--- src/rtl/as_alu_pkg.sv ---
// Shared constants and types for the as_alu datapath slice.
// Optional feature: AS_ALU_MULT_ROUND_EN (round-half-up fractional multiply).
package as_alu_pkg;

  localparam int unsigned AS_ALU_N_DEFAULT    = 8;
  localparam int unsigned AS_ALU_FRAC_DEFAULT = AS_ALU_N_DEFAULT - 1;

  // Fraction bits of the Q1.(width-1) immediate used by the multiplier.
  function automatic int unsigned frac_bits(input int unsigned width);
    return width - 1;
  endfunction

  typedef enum logic [1:0] {
    RD  = 2'd0,
    SW8 = 2'd1,
    ACC = 2'd2
  } add_a_sel_e;

endpackage

--- src/rtl/as_alu_mult.sv ---
// Signed fractional multiplier: rs_data * Q1.(n-1) immediate, rescaled to n bits.
// With AS_ALU_MULT_ROUND_EN defined the product is rounded half up, else truncated.
module as_alu_mult
  import as_alu_pkg::*;
#(
  parameter int unsigned n = AS_ALU_N_DEFAULT
) (
  input  logic [n-1:0] rs_data,
  input  logic [n-1:0] immediate,
  output logic [n-1:0] mult_out
);

  localparam int unsigned FRAC = frac_bits(n);

  logic signed [2*n-1:0] product;
  logic signed [2*n-1:0] adjusted;

  always_comb begin
    product = $signed(rs_data) * $signed(immediate);
`ifdef AS_ALU_MULT_ROUND_EN
    adjusted = product + $signed({{(n+1){1'b0}}, 1'b1, {(n-2){1'b0}}});
`else
    adjusted = product;
`endif
    // Arithmetic shift keeps bits [2n-2:n-1] in the low n positions.
    mult_out = n'(adjusted >>> FRAC);
  end

endmodule

--- src/rtl/as_alu.sv ---
// Accumulator ALU: operand muxes, adder, zero flag, writeback mux and ACC register.
// Optional feature: AS_ALU_MULT_ROUND_EN (passed through to as_alu_mult).
module as_alu
  import as_alu_pkg::*;
#(
  parameter int unsigned n = AS_ALU_N_DEFAULT
) (
  input  logic         clk,
  input  logic         n_reset,
  input  logic [n-1:0] rd_data,
  input  logic [n-1:0] rs_data,
  input  logic [n-1:0] immediate,
  input  logic         add_a_sel,
  input  logic         add_b_sel,
  input  logic [8:0]   switches,
  input  logic         acc_en,
  input  logic         acc_add,
  input  logic         in_en,
  output logic         z,
  output logic [n-1:0] w_data,
  output logic [n-1:0] acc_out
);

  logic [n-1:0] mult_out;
  logic [n-1:0] add_out;
  logic [n-1:0] add_a;
  logic [n-1:0] add_b;
  logic [n-1:0] sw_ext;
  add_a_sel_e   a_sel;

  as_alu_mult #(.n(n)) u_mult (
    .rs_data   (rs_data),
    .immediate (immediate),
    .mult_out  (mult_out)
  );

  always_comb begin
    if (acc_add)        a_sel = ACC;
    else if (add_a_sel) a_sel = SW8;
    else                a_sel = RD;
  end

  // ACC feeds the adder from the register output, so MACC sees the pre-edge value.
  always_comb begin
    add_a = rd_data;
    unique case (a_sel)
      ACC:     add_a = acc_out;
      SW8:     add_a = {n{switches[8]}};
      default: add_a = rd_data;
    endcase
  end

  always_comb begin
    add_b   = add_b_sel ? immediate : mult_out;
    add_out = add_a + add_b;
    z       = (add_out == '0);
  end

  always_comb begin
    sw_ext      = '0;
    sw_ext[7:0] = switches[7:0];
    w_data      = in_en ? sw_ext : add_out;
  end

  always_ff @(posedge clk) begin
    if (!n_reset)    acc_out <= '0;
    else if (acc_en) acc_out <= add_out;
  end

endmodule

--- config.mk ---
export PLATFORM = sky130hd
export DESIGN_NAME = as_alu
export DESIGN_NICKNAME = d
export VERILOG_FILES = /design/src/rtl/as_alu_pkg.sv /design/src/rtl/as_alu_mult.sv /design/src/rtl/as_alu.sv
export SDC_FILE = /design/constraint.sdc
export NUM_CORES = 1
export LEC_CHECK = 0
export CAP_MARGIN = 20
export CORE_MARGIN = 4
export CORE_UTILIZATION = 40
export DETAILED_ROUTE_END_ITERATION = 10
export GPL_TIMING_DRIVEN = 0
export PLACE_DENSITY = 0.71
export SLEW_MARGIN = 20
export SYNTH_ARGS = -nofsm -noshare
export SYNTH_HDL_FRONTEND = slang
export SYNTH_SLANG_ARGS = --single-unit
--- constraint.sdc ---
create_clock -name clk -period 15.5 [get_ports clk]
set_input_delay 3.875 -clock clk [delete_from_list [all_inputs] [get_ports clk]]
set_output_delay 3.875 -clock clk [all_outputs]
set_load 0.05 [all_outputs]
==> results.sh, run 1 <==
export IMPL_cts_sinks=8
export IMPL_detail_route_antenna_nets=0
export IMPL_synth_distinct_cells=51
export IMPL_fp_coreArea_um2=7890
export IMPL_synth_edf_count=0
export IMPL_max_slew_margin=0.593
export IMPL_ys_ff_latch=8
export IMPL_critPathKind="input pin to primary output"
export IMPL_die_w_um=99.0
export IMPL_rsz0062_at_grt="no"
export IMPL_syn_inst=395
export IMPL_yosysWarnings=0
export IMPL_clkTransAtPathRegs_ns=0.05
export IMPL_start_util=0.420
export IMPL_wl_met3_um=249
export IMPL_status="complete, no violations"
export IMPL_nets=574
export IMPL_fmax_mhz=68.5
export IMPL_critPathRequiredTime_ns=11.62
export IMPL_die_area_um2=9800
export IMPL_synthMuxAreaShare=0.0423
export IMPL_grt_start_max_net_pins=12
export IMPL_yosysTopAreaCellShare=0.308
export IMPL_crit_fanout=11
export IMPL_synth_commonest_cells="inv_1, fa_1, nand2_1"
export IMPL_pin_count=57
export IMPL_placementRows=32
export IMPL_tritoncts="done"
export IMPL_setup_viol=0
export IMPL_die_h_um=99.0
export IMPL_internal_power_uw=302
export IMPL_largest_reg_flops=8
export IMPL_ys_top_cells_by_area="fa_1, ha_1, inv_1"
export IMPL_hold_viol_final=0
export IMPL_synth_ff_type="dfxtp_1"
export IMPL_pwr_share_comb=0.912
export IMPL_gp_congestion=0.814
export IMPL_worstPathArrival_ns=10.73
export IMPL_diodes=0
export IMPL_hp_class="flop to flop"
export IMPL_post_cts_buffers=0
export IMPL_top_layer_used="met4"
export IMPL_peakVddDrop_uv=155
export IMPL_ff_latch_area_um2=160
export IMPL_endpoint_kind="primary output"
export IMPL_grt_pass1_vias=2830
export IMPL_yosysTopAreaCell="fa_1"
export IMPL_wl_met1_um=3450
export IMPL_synth_top_family_by_area="adder cells"
export IMPL_drc=0
export IMPL_finalNonFillerCells=551
export IMPL_multi_input_area_um2=2760
export IMPL_grt_pass1_wl_um=12900
export IMPL_globalRouteTotalUtil=0.157
export IMPL_vias_per_cell=4.94
export IMPL_synth_area_per_cell_um2=8.38
export IMPL_drtIter0Drc=71
export IMPL_htreeDepth=1
export IMPL_swShare=0.553
export IMPL_wl_per_cell_um=13.6
export IMPL_grt_overflow=0
export IMPL_area_growth_pct=20.5
export IMPL_p_leak_nw=1.90
export IMPL_powerDensity_nw_per_um2=169
export IMPL_first_pass_iters=4
export IMPL_yosysSeqAreaShare=0.0484
export IMPL_synth_compound_area_frac=0.113
export IMPL_antenna_found_initial=0
export IMPL_maxSlewViolCount=0
export IMPL_period_share=0.942
export IMPL_drt_wl_total_um=7480
export IMPL_async_flop_share=0
export IMPL_worst_pin_slew_ns=0.611
export IMPL_p_clk_frac=0.038
export IMPL_dr_wl_met2_um=3740
export IMPL_syn_area_um2=3310
export IMPL_ctsResizeCount=0
export IMPL_fin_crit_ns=14.60
export IMPL_syn_nets=518
export IMPL_seqPwrFrac=0.049
export IMPL_yosysMostFrequentCell="inv_1"
export IMPL_drv_cap=0
export IMPL_worst_clock_skew_ns=0.00959
export IMPL_clockBufferDepth=2
export IMPL_dp_hpwl_um=6550
export IMPL_placed_cells=548
export IMPL_fillers=782
export IMPL_hold_buffers=0
export IMPL_cts_root_buf="clkbuf_8"
export IMPL_clk_latency_ns=0.23
export IMPL_synth_fa_ha_area_frac=0.429
export IMPL_startpoint_type="input pin"
export IMPL_synth_xor_area_share=0.0457
export IMPL_cts_buffers=3
export IMPL_tns_ns=0
export IMPL_switchingPower_uw=373
export IMPL_synth_simple_gate_area_frac=0.203
export IMPL_port_buffers=51
export IMPL_num_vias=2722
export IMPL_top_register="acc_out"
export IMPL_drive_gt1_frac=0.0490
export IMPL_reg_top3="acc_out (8)"
==> logic make-up after synthesis <==
family | count (synthesis)
AND/OR/NAND/NOR | 127
buffers and inverters | 93
adder cells (fa/ha/maj) | 83
AO/OA/AOI/OAI | 58
XOR/XNOR | 14
multiplexers | 12
flip-flops | 8
==> worst max-delay path, stage by stage <==
cell and delay, ns:
clkdlybuf4s50_1 0.75, nor2b_1 0.25, fa_1 0.45, fa_1 0.52, fa_1 0.54, inv_1 0.05, fa_1 0.53, inv_1 0.05
ha_1 0.34, a21oi_1 0.15, nand2_1 0.10, o2111ai_2 0.27, nand2_1 0.13, a21oi_1 0.19, xor2_1 0.16, o21ai_1 0.08
ha_1 0.23, nor3_1 0.21, o211ai_1 0.19, and3_1 0.25, o21ai_0 0.21, o22ai_2 0.12, nor4b_2 0.22, clkdlybuf4s50_1 0.85
==> power groups by stage <==
stage | registers, mW | logic, mW | clock network, mW
after floorplan | 0.0565 | 0.456 | 0
after global placement | 0.0332 | 0.607 | 0
after detailed placement | 0.0335 | 0.619 | 0
after CTS | 0.0332 | 0.622 | 0.0262
after global routing | 0.0341 | 0.683 | 0.0275
final | 0.0333 | 0.615 | 0.0259
==> final cells by class <==
cell class / count / share of cell area
tap: 102 / 0.0320
clock buffer: 3 / 0.0103
sequential: 8 / 0.0401
multi-input combinational: 294 / 0.692
inverter: 83 / 0.0781
timing repair buffer: 51 / 0.128
buffer: 10 / 0.0198
==> routing by layer <==
metal | global-route usage | vias up
li1 | - | 1347
met1 | 0.221 | 1329
met2 | 0.269 | 42
met3 | 0.0149 | 4
met4 | 0.0231 | 0
met5 | 0 | -
==> through the flow <==
stage          worst slack [ns]  hold slack, ns  area, um^2  power [mW]   util
5_1_grt                   0.400           0.560        3990       0.745  0.506
3_3_place_gp              0.952           0.485        3950       0.640  0.501
3_5_place_dp              0.895           0.501        3950       0.652  0.501
6_report                  0.898           0.508        3990       0.675  0.506
2_1_floorplan              1.95           0.755        3310       0.512      -
4_1_cts                   0.882           0.512        3990       0.682  0.506
==> placed cells by master, fill, tap and decap left out, types with 3 or more instances in the layout <==
| cell type | count |
|---|---|
| fa_1 | 51 |
| nor2b_1 | 13 |
| nor2_1 | 13 |
| and3_1 | 4 |
| a21o_1 | 3 |
| nor3_1 | 6 |
| clkbuf_8 | 4 |
| o21ai_1 | 10 |
| clkbuf_1 | 6 |
| mux2i_1 | 5 |
| dfxtp_1 | 8 |
| nand2b_1 | 4 |
| clkdlybuf4s50_1 | 51 |
| a21oi_1 | 16 |
| ha_1 | 32 |
| o21a_1 | 5 |
| xnor2_1 | 7 |
| mux2_2 | 4 |
| and2_1 | 38 |
| nand2_1 | 39 |
| o21ai_0 | 9 |
| xor2_1 | 5 |
| nand3_1 | 3 |
| inv_1 | 81 |
==> worst paths after layout <==
path                                              start                 endpoint  slack, ns  cells after the start
worst min-delay path            acc_out[1]$_SDFFE_PN0P_  acc_out[1]$_SDFFE_PN0P_       0.51                      1
worst max-delay path                       immediate[7]                        z       0.90                     24
worst min register to register  acc_out[1]$_SDFFE_PN0P_  acc_out[1]$_SDFFE_PN0P_       0.51                      1
worst max register to register  acc_out[0]$_SDFFE_PN0P_  acc_out[6]$_SDFFE_PN0P_      13.14                     12
Power figures use the tool's default switching activity.
==> run 2, diff against run 1 <==
--- a/config.mk
+++ b/config.mk
@@ -10,7 +10,7 @@
 export CORE_UTILIZATION = 40
 export DETAILED_ROUTE_END_ITERATION = 10
 export GPL_TIMING_DRIVEN = 0
-export PLACE_DENSITY = 0.71
+export PLACE_DENSITY = 0.63
 export SLEW_MARGIN = 20
 export SYNTH_ARGS = -nofsm -noshare
 export SYNTH_HDL_FRONTEND = slang
==> run 2 against run 1 <==
Compared with the run above:
- hold slack improved by 0.0052 ns
- setup slack got worse by 0.0058 ns
- sequential share of layout area did not move
- fmax barely moved
- cell count did not move
- sequential cell count did not move
- non-clock buffer count did not move
- highest routed layer unchanged
==> results.sh, run 2 (same netlist as run 1, synthesis figures left out) <==
export IMPL_critPathKind="input pin to primary output"
export IMPL_fin_crit_ns=14.61
export IMPL_htreeDepth=1
export IMPL_finalPower_uw=676
export IMPL_post_cts_buffers=0
export IMPL_reg2reg_depth=12
export IMPL_drv_cap=0
export IMPL_wl_per_cell_um=13.5
export IMPL_cts_sinks=8
export IMPL_nets=574
export IMPL_hold_depth=1
export IMPL_grt_start_max_net_pins=12
export IMPL_grt_pass1_wl_um=13300
export IMPL_crit_fanout=11
export IMPL_num_vias=2690
export IMPL_rsz0062_at_grt="no"
export IMPL_slowest_delay_ns=0.86
export IMPL_first_pass_iters=4
export IMPL_maxSlewViolCount=0
export IMPL_drc=0
export IMPL_hold_buffers=0
export IMPL_die_w_um=99.0
export IMPL_tritoncts="done"
export IMPL_slowest_stage="clkdlybuf4s50_1"
export IMPL_pin_count=57
export IMPL_critPathBufInv=4
export IMPL_drt_wl_total_um=7460
export IMPL_die_area_um2=9800
export IMPL_dp_hpwl_um=6550
export IMPL_r2r_slack_ns=13.21
export IMPL_critPathRequiredTime_ns=11.62
export IMPL_die_h_um=99.0
export IMPL_cts_buffers=3
export IMPL_worst_clock_skew_ns=0.00144
export IMPL_p_leak_nw=1.90
export IMPL_setup_viol=0
export IMPL_drtIter0Drc=87
export IMPL_worst_pin_slew_ns=0.606
export IMPL_hp_class="flop to flop"
export IMPL_worstPathArrival_ns=10.73
export IMPL_cpMostUsedCell="fa_1"
export IMPL_max_slew_margin=0.596
export IMPL_port_buffers=51
export IMPL_r2r_end="acc_out[6]$_SDFFE_PN0P_"
export IMPL_clk_latency_ns=0.23
export IMPL_reg_top3="acc_out (8)"
export IMPL_period_share=0.942
export IMPL_fillers=770
export IMPL_status="complete, no violations"
export IMPL_hold_viol_final=0
export IMPL_startpoint_type="input pin"
export IMPL_gp_congestion=0.825
export IMPL_ctsResizeCount=0
export IMPL_layout_commonest_cell="inv_1"
export IMPL_tns_ns=0
export IMPL_dpl_cell_area_um2=3950
export IMPL_globalRouteTotalUtil=0.164
export IMPL_rr_startpoint="acc_out[0]$_SDFFE_PN0P_"
export IMPL_crit_family="adder cells"
export IMPL_final_cell_mix="inv_1, fa_1, clkdlybuf4s50_1"
export IMPL_clockBufferDepth=2
export IMPL_diodes=0
export IMPL_peakVddDrop_uv=121
export IMPL_antenna_found_initial=0
export IMPL_powerDensity_nw_per_um2=169
export IMPL_area_growth_pct=20.5
export IMPL_grt_overflow=0
export IMPL_finish_instance_area_um2=3990
export IMPL_fp_coreArea_um2=7890
export IMPL_placementRows=32
export IMPL_endpoint_kind="primary output"
export IMPL_largest_reg_flops=8
export IMPL_drive_gt1_frac=0.0490
export IMPL_grt_pass1_vias=2873
export IMPL_clkTransAtPathRegs_ns=0.04
export IMPL_fmax_mhz=68.5
export IMPL_min_to="acc_out[1]$_SDFFE_PN0P_"
export IMPL_vias_per_cell=4.88
export IMPL_top_register="acc_out"
export IMPL_crit_chain="clkdlybuf4s50_1, nor2b_1, fa_1, fa_1, fa_1, inv_1, fa_1, inv_1, ha_1, a21oi_1, nand2_1, o2111ai_2, nand2_1, a21oi_1, xor2_1, o21ai_1, ha_1, nor3_1, o211ai_1, and3_1, o21ai_0, o22ai_2, nor4b_2, clkdlybuf4s50_1"
export IMPL_worstHoldStart="acc_out[1]$_SDFFE_PN0P_"
export IMPL_start_util=0.420
export IMPL_cts_root_buf="clkbuf_8"
export IMPL_fin_util=0.506
export IMPL_detail_route_antenna_nets=0
export IMPL_crit_start="immediate[7]"
-- run 2: cell counts in the layout (fill, tap and decap cells not counted) --
Identical to the previous run, type by type.
-- run 2: power by group --
| group | switching [mW] | internal, mW | total [mW] |
|---|---|---|---|
| Combinational | 0.359 | 0.258 | 0.617 |
| Sequential | 0.00528 | 0.0281 | 0.0334 |
| Clock | 0.00844 | 0.0168 | 0.0253 |
| Total | 0.373 | 0.303 | 0.676 |
-- run 2: worst reg2reg max path: stages (launching register included) --
cell	delay [ns]
dfxtp_1	0.35
nand2_1	0.05
o21ai_0	0.11
ha_1	0.20
inv_1	0.05
fa_1	0.39
nor2b_1	0.12
o21ai_1	0.08
a21oi_1	0.21
o21ai_1	0.10
a21boi_0	0.25
nor3_1	0.09
o21a_1	0.18
-- run 2: worst max-delay path by stage --
stage,endpoint,cells after the start
floorplan,z,25
global placement,z,24
detailed placement,z,24
CTS,z,24
global route,z,24
finish,z,24
-- run 2: final cells by class --
class,count,area [um^2],share of cell area
Multi-Input combinational cell,294,2760,0.692
Timing Repair Buffer,51,510,0.128
Inverter,83,312,0.0781
Sequential cell,8,160,0.0401
Tap cell,102,128,0.0320
Buffer,10,78.8,0.0198
Clock buffer,3,41.3,0.0103
-- run 2: through the flow --
stage / setup WS [ns] / hold slack [ns] / std cells
global placement: 0.933 / 0.486 / 548
CTS: 0.844 / 0.509 / 551
floorplan: 1.95 / 0.755 / 395
finish: 0.892 / 0.514 / 551
global route: 0.371 / 0.539 / 551
detailed placement: 0.864 / 0.497 / 548
-- run 2: metal layers --
metal,global-route usage,routed length (um),vias to the layer above
li1,-,-,1353
met1,0.229,3540,1303
met2,0.283,3720,30
met3,0.0134,159,4
met4,0.0231,46,0
met5,0,0,-
==> run 3, diff against run 2 <==
--- a/config.mk
+++ b/config.mk
@@ -11,6 +11,7 @@
 export DETAILED_ROUTE_END_ITERATION = 10
 export GPL_TIMING_DRIVEN = 0
 export PLACE_DENSITY = 0.63
+export REMOVE_ABC_BUFFERS = 1
 export SLEW_MARGIN = 20
 export SYNTH_ARGS = -nofsm -noshare
 export SYNTH_HDL_FRONTEND = slang
==> run 3 against run 2 <==
Compared with the run above:
- sequential cell count is the same
- combinational power about the same
- first-iteration DRC count decreased by 11%
- critical endpoint unchanged
- clock-buffer cell count unchanged
- clock power is 5% higher
- highest routed layer unchanged
- largest cell class unchanged
==> results.sh, run 3 (same netlist as run 1, synthesis figures left out) <==
export IMPL_status="complete, no violations"
export IMPL_post_cts_buffers=0
export IMPL_finish_instance_area_um2=3960
export IMPL_drt_wl_total_um=7430
export IMPL_tns_ns=0
export IMPL_first_pass_iters=4
export IMPL_drc=0
export IMPL_powerDensity_nw_per_um2=170
export IMPL_cts_root_buf="clkbuf_8"
export IMPL_hold_depth=2
export IMPL_drtIter0Drc=77
export IMPL_fillers=771
export IMPL_min_to="acc_out[3]$_SDFFE_PN0P_"
export IMPL_crit_fanout=10
export IMPL_p_leak_nw=1.88
export IMPL_maxSlewViolCount=0
export IMPL_gp_congestion=0.842
export IMPL_internal_power_uw=301
export IMPL_endpoint_kind="primary output"
export IMPL_ff_latch_area_um2=160
export IMPL_die_area_um2=9800
export IMPL_crit_family="adder cells"
export IMPL_switchingPower_uw=372
export IMPL_layout_commonest_cell="inv_1"
export IMPL_drive_gt1_frac=0.0405
export IMPL_vias_per_cell=4.94
export IMPL_area_growth_pct=19.7
export IMPL_startpoint_type="input pin"
export IMPL_cts_buffers=3
export IMPL_port_buffers=56
export IMPL_worstPathArrival_ns=10.73
export IMPL_diodes=0
export IMPL_cpMostUsedCell="fa_1"
export IMPL_tritoncts="done"
export IMPL_slowest_stage="clkdlybuf4s50_1"
export IMPL_wl_per_cell_um=13.6
export IMPL_grt_start_max_net_pins=20
export IMPL_worst_clock_skew_ns=0.00249
export IMPL_multi_input_area_um2=2760
export IMPL_fin_crit_ns=14.61
export IMPL_drv_cap=0
export IMPL_antenna_found_initial=0
export IMPL_cts_sinks=8
export IMPL_ctsResizeCount=0
export IMPL_dpl_cell_area_um2=3920
export IMPL_peakVddDrop_uv=106
export IMPL_htreeDepth=1
export IMPL_dp_hpwl_um=6440
export IMPL_pwr_share_comb=0.911
export IMPL_grt_pass1_wl_um=12800
export IMPL_hold_buffers=0
export IMPL_max_slew_margin=0.600
export IMPL_hold_viol_final=0
export IMPL_final_cell_mix="inv_1, clkdlybuf4s50_1, fa_1"
export IMPL_setup_viol=0
export IMPL_swShare=0.553
export IMPL_start_util=0.420
export IMPL_r2r_end="acc_out[6]$_SDFFE_PN0P_"
export IMPL_grt_overflow=0
export IMPL_reg2reg_depth=12
export IMPL_worst_pin_slew_ns=0.598
export IMPL_fp_coreArea_um2=7890
export IMPL_rsz0062_at_grt="no"
export IMPL_critPathRequiredTime_ns=11.62
export IMPL_critPathKind="input pin to primary output"
export IMPL_placementRows=32
export IMPL_clockBufferDepth=2
export IMPL_num_vias=2695
export IMPL_grt_pass1_vias=2679
export IMPL_pin_count=57
export IMPL_largest_reg_flops=8
export IMPL_reg_top3="acc_out (8)"
export IMPL_slowest_delay_ns=0.85
export IMPL_clkTransAtPathRegs_ns=0.05
export IMPL_critPathBufInv=4
export IMPL_fmax_mhz=68.5
export IMPL_p_clk_frac=0.040
export IMPL_period_share=0.942
export IMPL_worstHoldStart="acc_out[3]$_SDFFE_PN0P_"
export IMPL_seqPwrFrac=0.049
export IMPL_rr_startpoint="acc_out[0]$_SDFFE_PN0P_"
export IMPL_top_register="acc_out"
export IMPL_die_h_um=99.0
export IMPL_r2r_slack_ns=13.16
export IMPL_detail_route_antenna_nets=0
export IMPL_die_w_um=99.0
export IMPL_clk_latency_ns=0.23
export IMPL_hp_class="flop to flop"
export IMPL_nets=569
export IMPL_globalRouteTotalUtil=0.158
export IMPL_crit_chain="clkdlybuf4s50_1, and2_1, fa_1, fa_1, fa_1, inv_1, fa_1, inv_1, ha_1, a21oi_1, nand2_1, o2111ai_2, nand2_1, a21oi_1, xor2_1, o21ai_1, ha_1, nor3_1, o211ai_1, and3_1, o21ai_0, o22ai_2, nor4b_2, clkdlybuf4s50_1"
## run 3: how the worst max path moves through the flow
| stage | startpoint | endpoint | slack, ns | cells past startpoint |
|---|---|---|---|---|
| 6_report | immediate[5] | z | 0.89 | 24 |
| 5_1_grt | immediate[7] | z | 0.37 | 24 |
| 4_1_cts | immediate[7] | z | 0.92 | 24 |
| 3_5_place_dp | immediate[7] | z | 0.94 | 24 |
| 3_3_place_gp | immediate[7] | z | 0.91 | 24 |
| 2_1_floorplan | rs_data[3] | z | 2.20 | 22 |
## run 3: metrics by stage
step | util | setup slack (ns) | total power, mW | std cells | hold WS (ns)
after floorplan | - | 2.20 | 0.509 | 385 | 0.754
after global placement | 0.497 | 0.911 | 0.642 | 543 | 0.493
after detailed placement | 0.497 | 0.941 | 0.653 | 543 | 0.522
after CTS | 0.502 | 0.925 | 0.682 | 546 | 0.542
after global routing | 0.502 | 0.369 | 0.747 | 546 | 0.560
final | 0.502 | 0.893 | 0.673 | 546 | 0.542
## run 3: cell type report
type                            instances  area share
Clock buffer                            3      0.0104
Multi-Input combinational cell        294       0.697
Inverter                               83      0.0786
Sequential cell                         8      0.0404
Tap cell                              102      0.0322
Timing Repair Buffer                   56       0.142
## run 3: power by group through the flow
stage                     sequential [mW]  combinational, mW  clock [mW]
final                              0.0332              0.614      0.0266
after CTS                          0.0332              0.622      0.0274
after floorplan                    0.0565              0.452           0
after global routing               0.0342              0.685      0.0278
after global placement             0.0330              0.609           0
after detailed placement           0.0334              0.619           0
## run 3: metal layers
metal / global-route usage / vias to the layer above / wire (um)
met3: 0.0149 / 8 / 225
met2: 0.267 / 38 / 3610
met4: 0.0242 / 0 / 73
li1: - / 1339 / -
met1: 0.223 / 1310 / 3530
met5: 0 / - / 0
## run 3: worst min-delay path, delay by kind of cell, from the launching register on
kind          cells  cell delay, ns
flops             1            0.31
mux               1            0.12
simple gates      1            0.06
